[src/rtl/rf_wb_queue_pkg.sv]
// rtl/rf_wb_queue_pkg.sv - shared writeback entry layout and default widths
package rf_wb_queue_pkg;

    localparam int RF_AW     = 5;
    localparam int RF_DW     = 32;
    localparam int WBQ_DEPTH = 4;

    // One pending register-file write; also used by writeback stage declarations
    typedef struct packed {
        logic [RF_AW-1:0] wR;
        logic [RF_DW-1:0] wD;
    } wb_entry_t;

endpackage

[src/rtl/rf_wb_queue_if.sv]
// rtl/rf_wb_queue_if.sv - writeback queue handshake, drain and forwarding bundle
import rf_wb_queue_pkg::*;

interface rf_wb_queue_if #(
    parameter int DEPTH = WBQ_DEPTH,
    parameter int AW    = RF_AW,
    parameter int DW    = RF_DW
);
    localparam int CW = $clog2(DEPTH) + 1;

    // Writeback side
    logic          in_valid_i;
    logic          in_ready_o;
    logic [AW-1:0] in_wR_i;
    logic [DW-1:0] in_wD_i;

    // Register-file write port
    logic          rf_grant_i;
    logic          rf_we_o;
    logic [AW-1:0] rf_wR_o;
    logic [DW-1:0] rf_wD_o;

    // Decode-stage forwarding
    logic [AW-1:0] rR1_i;
    logic [AW-1:0] rR2_i;
    logic          fwd1_hit_o;
    logic [DW-1:0] fwd1_data_o;
    logic          fwd2_hit_o;
    logic [DW-1:0] fwd2_data_o;

    // Occupancy
    logic [CW-1:0] count_o;
    logic          full_o;
    logic          empty_o;

    modport slave (
        input  in_valid_i, in_wR_i, in_wD_i, rf_grant_i, rR1_i, rR2_i,
        output in_ready_o, rf_we_o, rf_wR_o, rf_wD_o,
               fwd1_hit_o, fwd1_data_o, fwd2_hit_o, fwd2_data_o,
               count_o, full_o, empty_o
    );

    modport master (
        output in_valid_i, in_wR_i, in_wD_i, rf_grant_i, rR1_i, rR2_i,
        input  in_ready_o, rf_we_o, rf_wR_o, rf_wD_o,
               fwd1_hit_o, fwd1_data_o, fwd2_hit_o, fwd2_data_o,
               count_o, full_o, empty_o
    );

endinterface

[src/rtl/rf_wb_queue_fwd_match.sv]
// rtl/rf_wb_queue_fwd_match.sv - youngest-match search over pending queue entries
import rf_wb_queue_pkg::*;

module rf_wb_fwd_match #(
    parameter int DEPTH = WBQ_DEPTH,
    parameter int AW    = RF_AW,
    parameter int DW    = RF_DW,
    localparam int PW   = $clog2(DEPTH)
) (
    input  logic [DEPTH-1:0]         vld_i,
    input  logic [DEPTH-1:0][AW-1:0] ent_wr_i,
    input  logic [DEPTH-1:0][DW-1:0] ent_wd_i,
    input  logic [PW-1:0]            wr_ptr_i,
    input  logic [AW-1:0]            rd_addr_i,
    output logic                     hit_o,
    output logic [DW-1:0]            data_o
);

    logic [PW-1:0] idx;

    // Walk from the oldest slot (wr_ptr-DEPTH) to the youngest (wr_ptr-1); later matches override
    always_comb begin
        hit_o  = 1'b0;
        data_o = '0;
        idx    = '0;
        if (rd_addr_i != '0) begin
            for (int k = DEPTH; k >= 1; k--) begin
                idx = PW'(wr_ptr_i - PW'(k));
                if (vld_i[idx] && (ent_wr_i[idx] == rd_addr_i)) begin
                    hit_o  = 1'b1;
                    data_o = ent_wd_i[idx];
                end
            end
        end
    end

endmodule

[src/rtl/rf_wb_queue.sv]
// rtl/rf_wb_queue.sv - in-order writeback FIFO draining into the register-file write port
import rf_wb_queue_pkg::*;

module rf_wb_queue #(
    parameter int DEPTH = WBQ_DEPTH,
    parameter int AW    = RF_AW,
    parameter int DW    = RF_DW
) (
    input  logic         clk_i,
    input  logic         rst_i,
    rf_wb_queue_if.slave q
);

    localparam int PW = $clog2(DEPTH);
    localparam int CW = PW + 1;

    logic [PW-1:0]            wr_ptr_q, wr_ptr_d;
    logic [PW-1:0]            rd_ptr_q, rd_ptr_d;
    logic [CW-1:0]            count_q, count_d;
    logic [DEPTH-1:0][AW-1:0] ent_wr_q;
    logic [DEPTH-1:0][DW-1:0] ent_wd_q;
    logic [DEPTH-1:0]         ent_vld;

    logic full, empty;
    logic enq_fire, enq_store, deq;

    assign full  = (count_q == CW'(DEPTH));
    assign empty = (count_q == '0);

    // Register x0 results are accepted to keep the pipeline moving but never stored
    assign enq_fire  = q.in_valid_i & ~full;
    assign enq_store = enq_fire & (q.in_wR_i != '0);
    assign deq       = ~empty & q.rf_grant_i;

    // Next-state pointers and occupancy; simultaneous enqueue/dequeue leaves count unchanged
    always_comb begin
        wr_ptr_d = wr_ptr_q;
        rd_ptr_d = rd_ptr_q;
        count_d  = count_q;
        if (enq_store) begin
            wr_ptr_d = wr_ptr_q + 1'b1;
        end
        if (deq) begin
            rd_ptr_d = rd_ptr_q + 1'b1;
        end
        case ({enq_store, deq})
            2'b10:   count_d = count_q + 1'b1;
            2'b01:   count_d = count_q - 1'b1;
            default: count_d = count_q;
        endcase
    end

    // Pointer and count registers; reset discards anything still pending
    always_ff @(posedge clk_i) begin
        if (rst_i) begin
            wr_ptr_q <= '0;
            rd_ptr_q <= '0;
            count_q  <= '0;
        end else begin
            wr_ptr_q <= wr_ptr_d;
            rd_ptr_q <= rd_ptr_d;
            count_q  <= count_d;
        end
    end

    // Entry storage; validity comes from count, so the payload needs no reset
    always_ff @(posedge clk_i) begin
        if (enq_store) begin
            ent_wr_q[wr_ptr_q] <= q.in_wR_i;
            ent_wd_q[wr_ptr_q] <= q.in_wD_i;
        end
    end

    // A slot is pending when its distance from the read pointer is below the count
    always_comb begin
        ent_vld = '0;
        for (int i = 0; i < DEPTH; i++) begin
            ent_vld[i] = ({1'b0, PW'(PW'(i) - rd_ptr_q)} < count_q);
        end
    end

    assign q.in_ready_o = ~full;
    assign q.count_o    = count_q;
    assign q.full_o     = full;
    assign q.empty_o    = empty;

    assign q.rf_we_o = deq;
    assign q.rf_wR_o = empty ? '0 : ent_wr_q[rd_ptr_q];
    assign q.rf_wD_o = empty ? '0 : ent_wd_q[rd_ptr_q];

    rf_wb_fwd_match #(.DEPTH(DEPTH), .AW(AW), .DW(DW)) u_fwd1 (
        .vld_i     (ent_vld),
        .ent_wr_i  (ent_wr_q),
        .ent_wd_i  (ent_wd_q),
        .wr_ptr_i  (wr_ptr_q),
        .rd_addr_i (q.rR1_i),
        .hit_o     (q.fwd1_hit_o),
        .data_o    (q.fwd1_data_o)
    );

    rf_wb_fwd_match #(.DEPTH(DEPTH), .AW(AW), .DW(DW)) u_fwd2 (
        .vld_i     (ent_vld),
        .ent_wr_i  (ent_wr_q),
        .ent_wd_i  (ent_wd_q),
        .wr_ptr_i  (wr_ptr_q),
        .rd_addr_i (q.rR2_i),
        .hit_o     (q.fwd2_hit_o),
        .data_o    (q.fwd2_data_o)
    );

endmodule

[src/flat_wrapper.sv]
// flat-port wrapper written by rule: the top's interface ports become plain ports
module rf_wb_queue_flat 
#(
    parameter int DEPTH = WBQ_DEPTH,
    parameter int AW    = RF_AW,
    parameter int DW    = RF_DW
)
  (clk_i, rst_i, q_in_valid_i, q_in_wR_i, q_in_wD_i, q_rf_grant_i, q_rR1_i, q_rR2_i, q_in_ready_o, q_rf_we_o, q_rf_wR_o, q_rf_wD_o, q_fwd1_hit_o, q_fwd1_data_o, q_fwd2_hit_o, q_fwd2_data_o, q_count_o, q_full_o, q_empty_o);
  rf_wb_queue_if #(.DEPTH(DEPTH), .AW(AW), .DW(DW)) q_i ();
  input  logic clk_i;
  input  logic rst_i;
  input wire logic [$bits(q_i.in_valid_i)-1:0] q_in_valid_i;
  input wire logic [$bits(q_i.in_wR_i)-1:0] q_in_wR_i;
  input wire logic [$bits(q_i.in_wD_i)-1:0] q_in_wD_i;
  input wire logic [$bits(q_i.rf_grant_i)-1:0] q_rf_grant_i;
  input wire logic [$bits(q_i.rR1_i)-1:0] q_rR1_i;
  input wire logic [$bits(q_i.rR2_i)-1:0] q_rR2_i;
  output wire logic [$bits(q_i.in_ready_o)-1:0] q_in_ready_o;
  output wire logic [$bits(q_i.rf_we_o)-1:0] q_rf_we_o;
  output wire logic [$bits(q_i.rf_wR_o)-1:0] q_rf_wR_o;
  output wire logic [$bits(q_i.rf_wD_o)-1:0] q_rf_wD_o;
  output wire logic [$bits(q_i.fwd1_hit_o)-1:0] q_fwd1_hit_o;
  output wire logic [$bits(q_i.fwd1_data_o)-1:0] q_fwd1_data_o;
  output wire logic [$bits(q_i.fwd2_hit_o)-1:0] q_fwd2_hit_o;
  output wire logic [$bits(q_i.fwd2_data_o)-1:0] q_fwd2_data_o;
  output wire logic [$bits(q_i.count_o)-1:0] q_count_o;
  output wire logic [$bits(q_i.full_o)-1:0] q_full_o;
  output wire logic [$bits(q_i.empty_o)-1:0] q_empty_o;
  assign q_i.in_valid_i = q_in_valid_i;
  assign q_i.in_wR_i = q_in_wR_i;
  assign q_i.in_wD_i = q_in_wD_i;
  assign q_i.rf_grant_i = q_rf_grant_i;
  assign q_i.rR1_i = q_rR1_i;
  assign q_i.rR2_i = q_rR2_i;
  assign q_in_ready_o = q_i.in_ready_o;
  assign q_rf_we_o = q_i.rf_we_o;
  assign q_rf_wR_o = q_i.rf_wR_o;
  assign q_rf_wD_o = q_i.rf_wD_o;
  assign q_fwd1_hit_o = q_i.fwd1_hit_o;
  assign q_fwd1_data_o = q_i.fwd1_data_o;
  assign q_fwd2_hit_o = q_i.fwd2_hit_o;
  assign q_fwd2_data_o = q_i.fwd2_data_o;
  assign q_count_o = q_i.count_o;
  assign q_full_o = q_i.full_o;
  assign q_empty_o = q_i.empty_o;
  rf_wb_queue #(.DEPTH(DEPTH), .AW(AW), .DW(DW)) u_core (.clk_i(clk_i), .rst_i(rst_i), .q(q_i));
endmodule
[config.mk]
export PLATFORM = sky130hd
export DESIGN_NAME = rf_wb_queue_flat
export DESIGN_NICKNAME = d
export VERILOG_FILES = /design/src/rtl/rf_wb_queue_pkg.sv /design/src/rtl/rf_wb_queue_if.sv /design/src/rtl/rf_wb_queue_fwd_match.sv /design/src/rtl/rf_wb_queue.sv /design/src/flat_wrapper.sv
export SDC_FILE = /design/constraint.sdc
export NUM_CORES = 1
export LEC_CHECK = 0
export CAP_MARGIN = 20
export CORE_AREA = 5 5 212 214
export CTS_BUF_LIST = sky130_fd_sc_hd__clkbuf_16
export CTS_CLUSTER_DIAMETER = 40
export DETAILED_ROUTE_END_ITERATION = 16
export DIE_AREA = 0 0 217 219
export PLACE_DENSITY = 0.51
export SYNTH_ARGS = -nofsm -noshare
export SYNTH_HDL_FRONTEND = slang
export SYNTH_SLANG_ARGS = --single-unit
[constraint.sdc]
create_clock -name clk_i -period 11.3 [get_ports clk_i]
set_clock_uncertainty 0.1 [all_clocks]
set_input_delay 3.39 -clock clk_i [delete_from_list [all_inputs] [get_ports clk_i]]
set_output_delay 3.39 -clock clk_i [all_outputs]
set_load 0.01 [all_outputs]
==> results of run 1 <==
==> cell usage after synthesis (2+ instances only) <==
cell / instances
a31oi_1: 2
clkbuf_1: 60
nand3_1: 6
buf_6: 9
ha_1: 9
and2b_1: 2
o32ai_2: 8
nand2_1: 44
o21ai_0: 65
and3_1: 30
a31o_1: 2
or3_1: 2
o32ai_1: 22
nor2_1: 15
nor2b_1: 42
mux2i_1: 32
nand4_1: 2
a21oi_1: 36
and4_1: 2
buf_4: 7
a211oi_1: 31
mux4_1: 2
buf_1: 9
and2_1: 5
edfxtp_1: 148
dfxtp_1: 7
buf_2: 21
or4_1: 2
a2bb2oi_1: 30
xor2_1: 17
xnor2_1: 29
o21a_1: 2
mux4_2: 187
nor3_1: 7
inv_1: 10
==> state kept, by name (all words and copies together), names as in the netlist <==
name              count
u_core.ent_wd_q     128
u_core.ent_wr_q      20
u_core.q.count_o      3
u_core.rd_ptr_q       2
u_core.wr_ptr_q       2
==> cell usage in the layout, fill, tap and decap left out, types with 3 or more instances in the layout <==
master           instances
dfxtp_1                  3
nor2b_1                 41
inv_6                    6
clkbuf_16               17
a2bb2oi_1               30
nor2_1                  15
inv_1                   10
o21ai_0                 65
clkinvlp_4               3
a211oi_1                31
nor3_1                   6
xnor2_1                 29
clkdlybuf4s50_1        160
o32ai_2                  8
nand3_1                  6
ha_1                     8
nand2_1                 42
buf_4                   20
and2_2                   5
xor2_1                  17
edfxtp_1               148
o32ai_1                 22
dfxtp_4                  3
mux4_2                 187
a21oi_1                 36
and3_1                  30
mux2i_1                 32
==> metal layers <==
layer / global-route usage, % / wire, um / vias up
li1: - / - / 4042
met1: 23.4 / 17400 / 4908
met2: 27.9 / 20000 / 359
met3: 3.43 / 2440 / 40
met4: 3.96 / 615 / 4
met5: 0 / 27 / -
==> worst max-delay path, delay by kind of cell <==
kind	cells	cell delay (ps)
and+or+nand+nor	3	1260
buffers and inverters	3	1500
AOI/OAI and AO/OA	2	360
xor gates and xnor gates	1	150
==> stage by stage <==
step | setup slack [ps] | area (um^2) | total power [W]
final | 1130 | 15300 | 0.00306
after detailed placement | 1130 | 14700 | 0.00252
after global placement | 1130 | 14700 | 0.00251
after CTS | 1130 | 15300 | 0.00311
after floorplan | 2820 | 12700 | 0.00191
after global routing | 1000 | 15300 | 0.00325
==> how the worst max path moves through the flow <==
stage / from / to / depth (start not counted)
2_1_floorplan: q_rR1_i[4] / q_fwd1_data_o[30] / 8
3_3_place_gp: q_rR2_i[4] / q_fwd2_data_o[31] / 9
3_5_place_dp: q_rR1_i[4] / q_fwd1_data_o[30] / 8
4_1_cts: q_rR1_i[4] / q_fwd1_data_o[30] / 8
5_1_grt: q_rR2_i[4] / q_fwd2_data_o[31] / 9
6_report: q_rR2_i[4] / q_fwd2_data_o[31] / 9
==> power groups by stage <==
| stage | clock network (W) | logic (W) | registers, W |
|---|---|---|---|
| final | 0.000579 | 0.00165 | 0.000834 |
| after global routing | 0.000616 | 0.00178 | 0.000854 |
| after CTS | 0.000591 | 0.00168 | 0.000839 |
| after detailed placement | 0 | 0.00166 | 0.000851 |
| after global placement | 0 | 0.00167 | 0.000845 |
| after floorplan | 0 | 0.00116 | 0.000753 |
==> area by class of cell <==
type,instances,area [um^2]
well taps,546,683
clock inverters,15,161
fillers,4036,27400
flip-flops and latches,155,4600
inverters,10,37.5
repair buffers,182,1790
multi-input cells,651,7560
diodes,2,5.00
clock buffers,17,425
==> kinds of logic after synthesis <==
logic type,Yosys count,synth area share (%)
AOI/OAI and AO/OA,208,11.5
xor gates and xnor gates,46,3.18
adders and majority gates,10,1.05
buffers and inverters,117,4.55
DFF,155,36.2
muxes,221,36.2
and+or+nand+nor,166,7.30
==> results_dict.tcl, run 1 <==
set metrics [dict create \
    rows 76 \
    cp_max_fo 36 \
    drv_slew 0 \
    cts_tree "done" \
    firstDrtPassIters 5 \
    yosys_warnings 0 \
    r2r-start "u_core.wr_ptr_q[0]" \
    hold_viol_final 0 \
    r2r_cells 4 \
    clkLatencyLatePin_ps 440 \
    area_delta_synth_final_pct 20.5 \
    drtIter0Drc 722 \
    synth_area_leader_cell "edfxtp_1" \
    setup_viol 0 \
    overflow 0 \
    intPower_w 0.00192 \
    grt_pass1_wl_um 61600 \
    grt_pass1_vias 9439 \
    wl_per_cell_um 25.7 \
    ys_types 54 \
    ys_top_cells_by_area "edfxtp_1, mux4_2, o21ai_0" \
    cts_max_path_buffers 2 \
    dp_cells 1544 \
    h-tree-depth 4 \
    worst_path_max_delay_cell "or4_2" \
    hold-worst-slack_ps 484 \
    initial_utilization_pct 29.7 \
    cpMostUsedCell "clkdlybuf4s50_1" \
    cts_buffers 17 \
    p_leak_nw 4.69 \
    ant_nets 0 \
    via_per_inst 5.93 \
    drive_gt1_share_pct 26.5 \
    hold_depth 2 \
    peakVddDrop_v 0.000118 \
    cp_cell_sequence "clkdlybuf4s50_1 -> xnor2_1 -> nand3_1 -> or4_2 -> buf_4 -> nand4_1 -> o21ai_0 -> a31o_2 -> clkdlybuf4s50_1" \
    fp.dieH_um 219 \
    syn_nets 984 \
    worstPathArrival_ps 6680 \
    cts-root-buf "clkbuf_16" \
    place.gp.congestion 0.775 \
    core_area_um2 42700 \
    fin_util_pct 35.7 \
    setup-tns-final_ps 0 \
    crit_type "in2out" \
    power.switching_w 0.00114 \
    p_seq_share_pct 27.2 \
    cts.reportedPaths.clkPinSlew_ps 60 \
    dp.final_hpwl_um 27000 \
    min_to "u_core.q.count_o[1]" \
    syn_avg_cell_area_um2 13.7 \
    post_cts_resize_count 0 \
    fmax_mhz 98.3 \
    io_pins 161 \
    portBuffers 160 \
    syn_inst 923 \
    crit_required_ps 7810 \
    max-slew-margin-rel_pct 31.5 \
    synth_top_area_share_pct 35.1 \
    worst_slew_pin_slew_ps 1030 \
    rrSetupSlack_ps 7990 \
    stdcell_count 1578 \
    async_reset_ff_share_pct 0 \
    grt_max_degree 49 \
    post_cts_buffers 0 \
    die_w_um 217 \
    ys_ff_latch 155 \
    fin_crit_ps 10170 \
    synth_flop_cell "edfxtp_1" \
    synthesis.area_um2 12700 \
    r2r_end "u_core.ent_wd_q[108]" \
    cp-start-kind "primary input" \
    rsz0062_at_grt "no" \
    cts_sinks 155 \
    cpPeakStageDelay_ps 1010 \
    p_clk_share_pct 18.9 \
    grt_use_total_pct 17.0 \
    cap_violations 0 \
    via_count 9353 \
    holdCritStartpoint "u_core.q.count_o[1]" \
    status "finished clean" \
    end_kind "output pin" \
    swShare_pct 37.4 \
    synth_edf_count 148 \
    powerDensity_nw_per_um2 201 \
    antenna_found_initial 4 \
    wirelength_um 40600 \
    p_comb_share_pct 53.9 \
    post-route-period-util_pct 90.0 \
    die_area_um2 47500 \
    route.detailed.drc 0 \
    seq_area_frac_synth_pct 36.2 \
    worstHoldPathType "reg2reg" \
    postCtsHoldBufs 0 \
    final_net_count 1078 \
]
Power figures use the tool's default switching activity.
==> run 2, diff against run 1 <==
Settings changed: PLACE_DENSITY 0.51 to unset, PLACE_DENSITY_LB_ADDON set to 0.05.
==> results_dict.tcl, run 2 (synthesized netlist as in run 1, its figures left out) <==
set metrics [dict create \
    status "finished clean" \
    setup-tns-final_ps 0 \
    grt_pass1_vias 9324 \
    cpMostUsedCell "clkdlybuf4s50_1" \
    fin_crit_ps 10350 \
    dpl-instance-area_um2 14600 \
    powerDensity_nw_per_um2 201 \
    antenna_found_initial 3 \
    via_count 9144 \
    die_area_um2 47500 \
    cpPeakStageDelay_ps 660 \
    overflow 0 \
    place.gp.congestion 0.728 \
    via_per_inst 5.81 \
    grt_pass1_wl_um 62900 \
    cts_buffers 17 \
    layout_commonest_cell "mux4_2" \
    post_cts_resize_count 0 \
    hold_viol_final 0 \
    area_delta_synth_final_pct 20.0 \
    post_cts_buffers 0 \
    h-tree-depth 4 \
    cts-root-buf "clkbuf_16" \
    post-route-period-util_pct 91.6 \
    final_net_count 1077 \
    cap_violations 0 \
    portBuffers 160 \
    dp.final_hpwl_um 26800 \
    cts_max_path_buffers 2 \
    die_w_um 217 \
    route.detailed.drc 0 \
    cp_cell_sequence "clkdlybuf4s50_1 -> xor2_1 -> nor2_1 -> and3b_1 -> nor2b_4 -> buf_4 -> a211oi_1 -> o32ai_1 -> clkdlybuf4s50_1" \
    cts.reportedPaths.clkPinSlew_ps 60 \
    initial_utilization_pct 29.7 \
    drive_gt1_share_pct 25.7 \
    cts_sinks 155 \
    crit_type "in2out" \
    max_flop_register "u_core.ent_wd_q" \
    dp_slack_ps 993 \
    grt_use_total_pct 17.9 \
    worst_slew_pin_slew_ps 1080 \
    rrSetupSlack_ps 8120 \
    max-slew-margin-rel_pct 27.9 \
    worstPathArrival_ps 6860 \
    peakVddDrop_v 0.000104 \
    worst_path_max_delay_cell "nor2b_4" \
    drtIter0Drc 582 \
    fmax_mhz 96.6 \
    cp_max_fo 19 \
    core_area_um2 42700 \
    worstHoldPathType "reg2reg" \
    setup_viol 0 \
    wl_per_cell_um 27.1 \
    p_leak_nw 4.67 \
    mostFrequentLayoutCells "mux4_2, clkdlybuf4s50_1, edfxtp_1" \
    clkLatencyLatePin_ps 450 \
    wirelength_um 42800 \
    firstDrtPassIters 4 \
    cp-start-kind "primary input" \
    grt_max_degree 55 \
    rsz0062_at_grt "no" \
    ant_nets 0 \
    worst_slack_ps 953 \
    crit_required_ps 7810 \
    num_antenna_cells 0 \
    critPathTopFamily "buffers and inverters" \
    postLayoutCellArea_um2 15200 \
    end_kind "output pin" \
    largest_register_ffs 128 \
    drv_slew 0 \
    io_pins 161 \
    fp.dieH_um 219 \
    rows 76 \
    postCtsHoldBufs 0 \
    cts_tree "done" \
    path_buf_inv 3 \
]
## run 2: cell types whose count changed in the layout (fill, tap and decap cells not counted), sizes merged
cell and change:
clkinv +2, buf -1, diode -2, clkinvlp -1, inv -1
## run 2: metrics by stage
step | instances | power [W] | hold slack [ps] | utilization [%]
2_1_floorplan | 923 | 0.00191 | 450 | -
3_3_place_gp | 1543 | 0.00254 | 468 | 34.3
3_5_place_dp | 1543 | 0.00253 | 468 | 34.3
4_1_cts | 1575 | 0.00311 | 477 | 35.6
5_1_grt | 1575 | 0.00324 | 531 | 35.6
6_report | 1575 | 0.00305 | 480 | 35.6
## run 2: power by group
part           internal (W)  total, W  switching [W]
Combinational      0.000887   0.00168       0.000796
Clock              0.000320  0.000563       0.000243
Sequential         0.000703  0.000802      0.0000999
Total               0.00191   0.00305        0.00114
## run 2: final timing paths
kind,startpoint,to,depth (start not counted)
max reg2reg,u_core.wr_ptr_q[0],u_core.wr_ptr_q[1],5
min reg2reg,u_core.q.count_o[1],u_core.q.count_o[1],2
max,q_rR1_i[3],q_fwd1_data_o[22],9
min,u_core.q.count_o[1],u_core.q.count_o[1],2
## run 2: worst min-delay path: cells and delay by family (launching register included)
family	cells	cell delay (ps)
simple gates	1	40
compound gates	1	150
flops	1	340
## run 2: final cells by class
cell class	instances	area [um^2]
Clock buffer	17	425
Clock inverter	15	133
Fill cell	4158	27500
Inverter	10	37.5
Multi-Input combinational cell	651	7560
Sequential cell	155	4600
Tap cell	546	683
Timing Repair Buffer	181	1760
## run 2: metal layers
metal | share of wire (%) | global-route usage (%) | vias up
li1 | - | - | 4032
met5 | 0.051 | 0 | -
met3 | 5.4 | 3.24 | 25
met1 | 44 | 24.6 | 4824
met4 | 0.90 | 3.62 | 6
met2 | 49 | 29.8 | 257
==> run 3, diff against run 2 <==
Settings changed: SKIP_LAST_GASP set to 1.
==> results of run 3 <==
No change in the layout: final DEF, timing and power equal those of run 2.
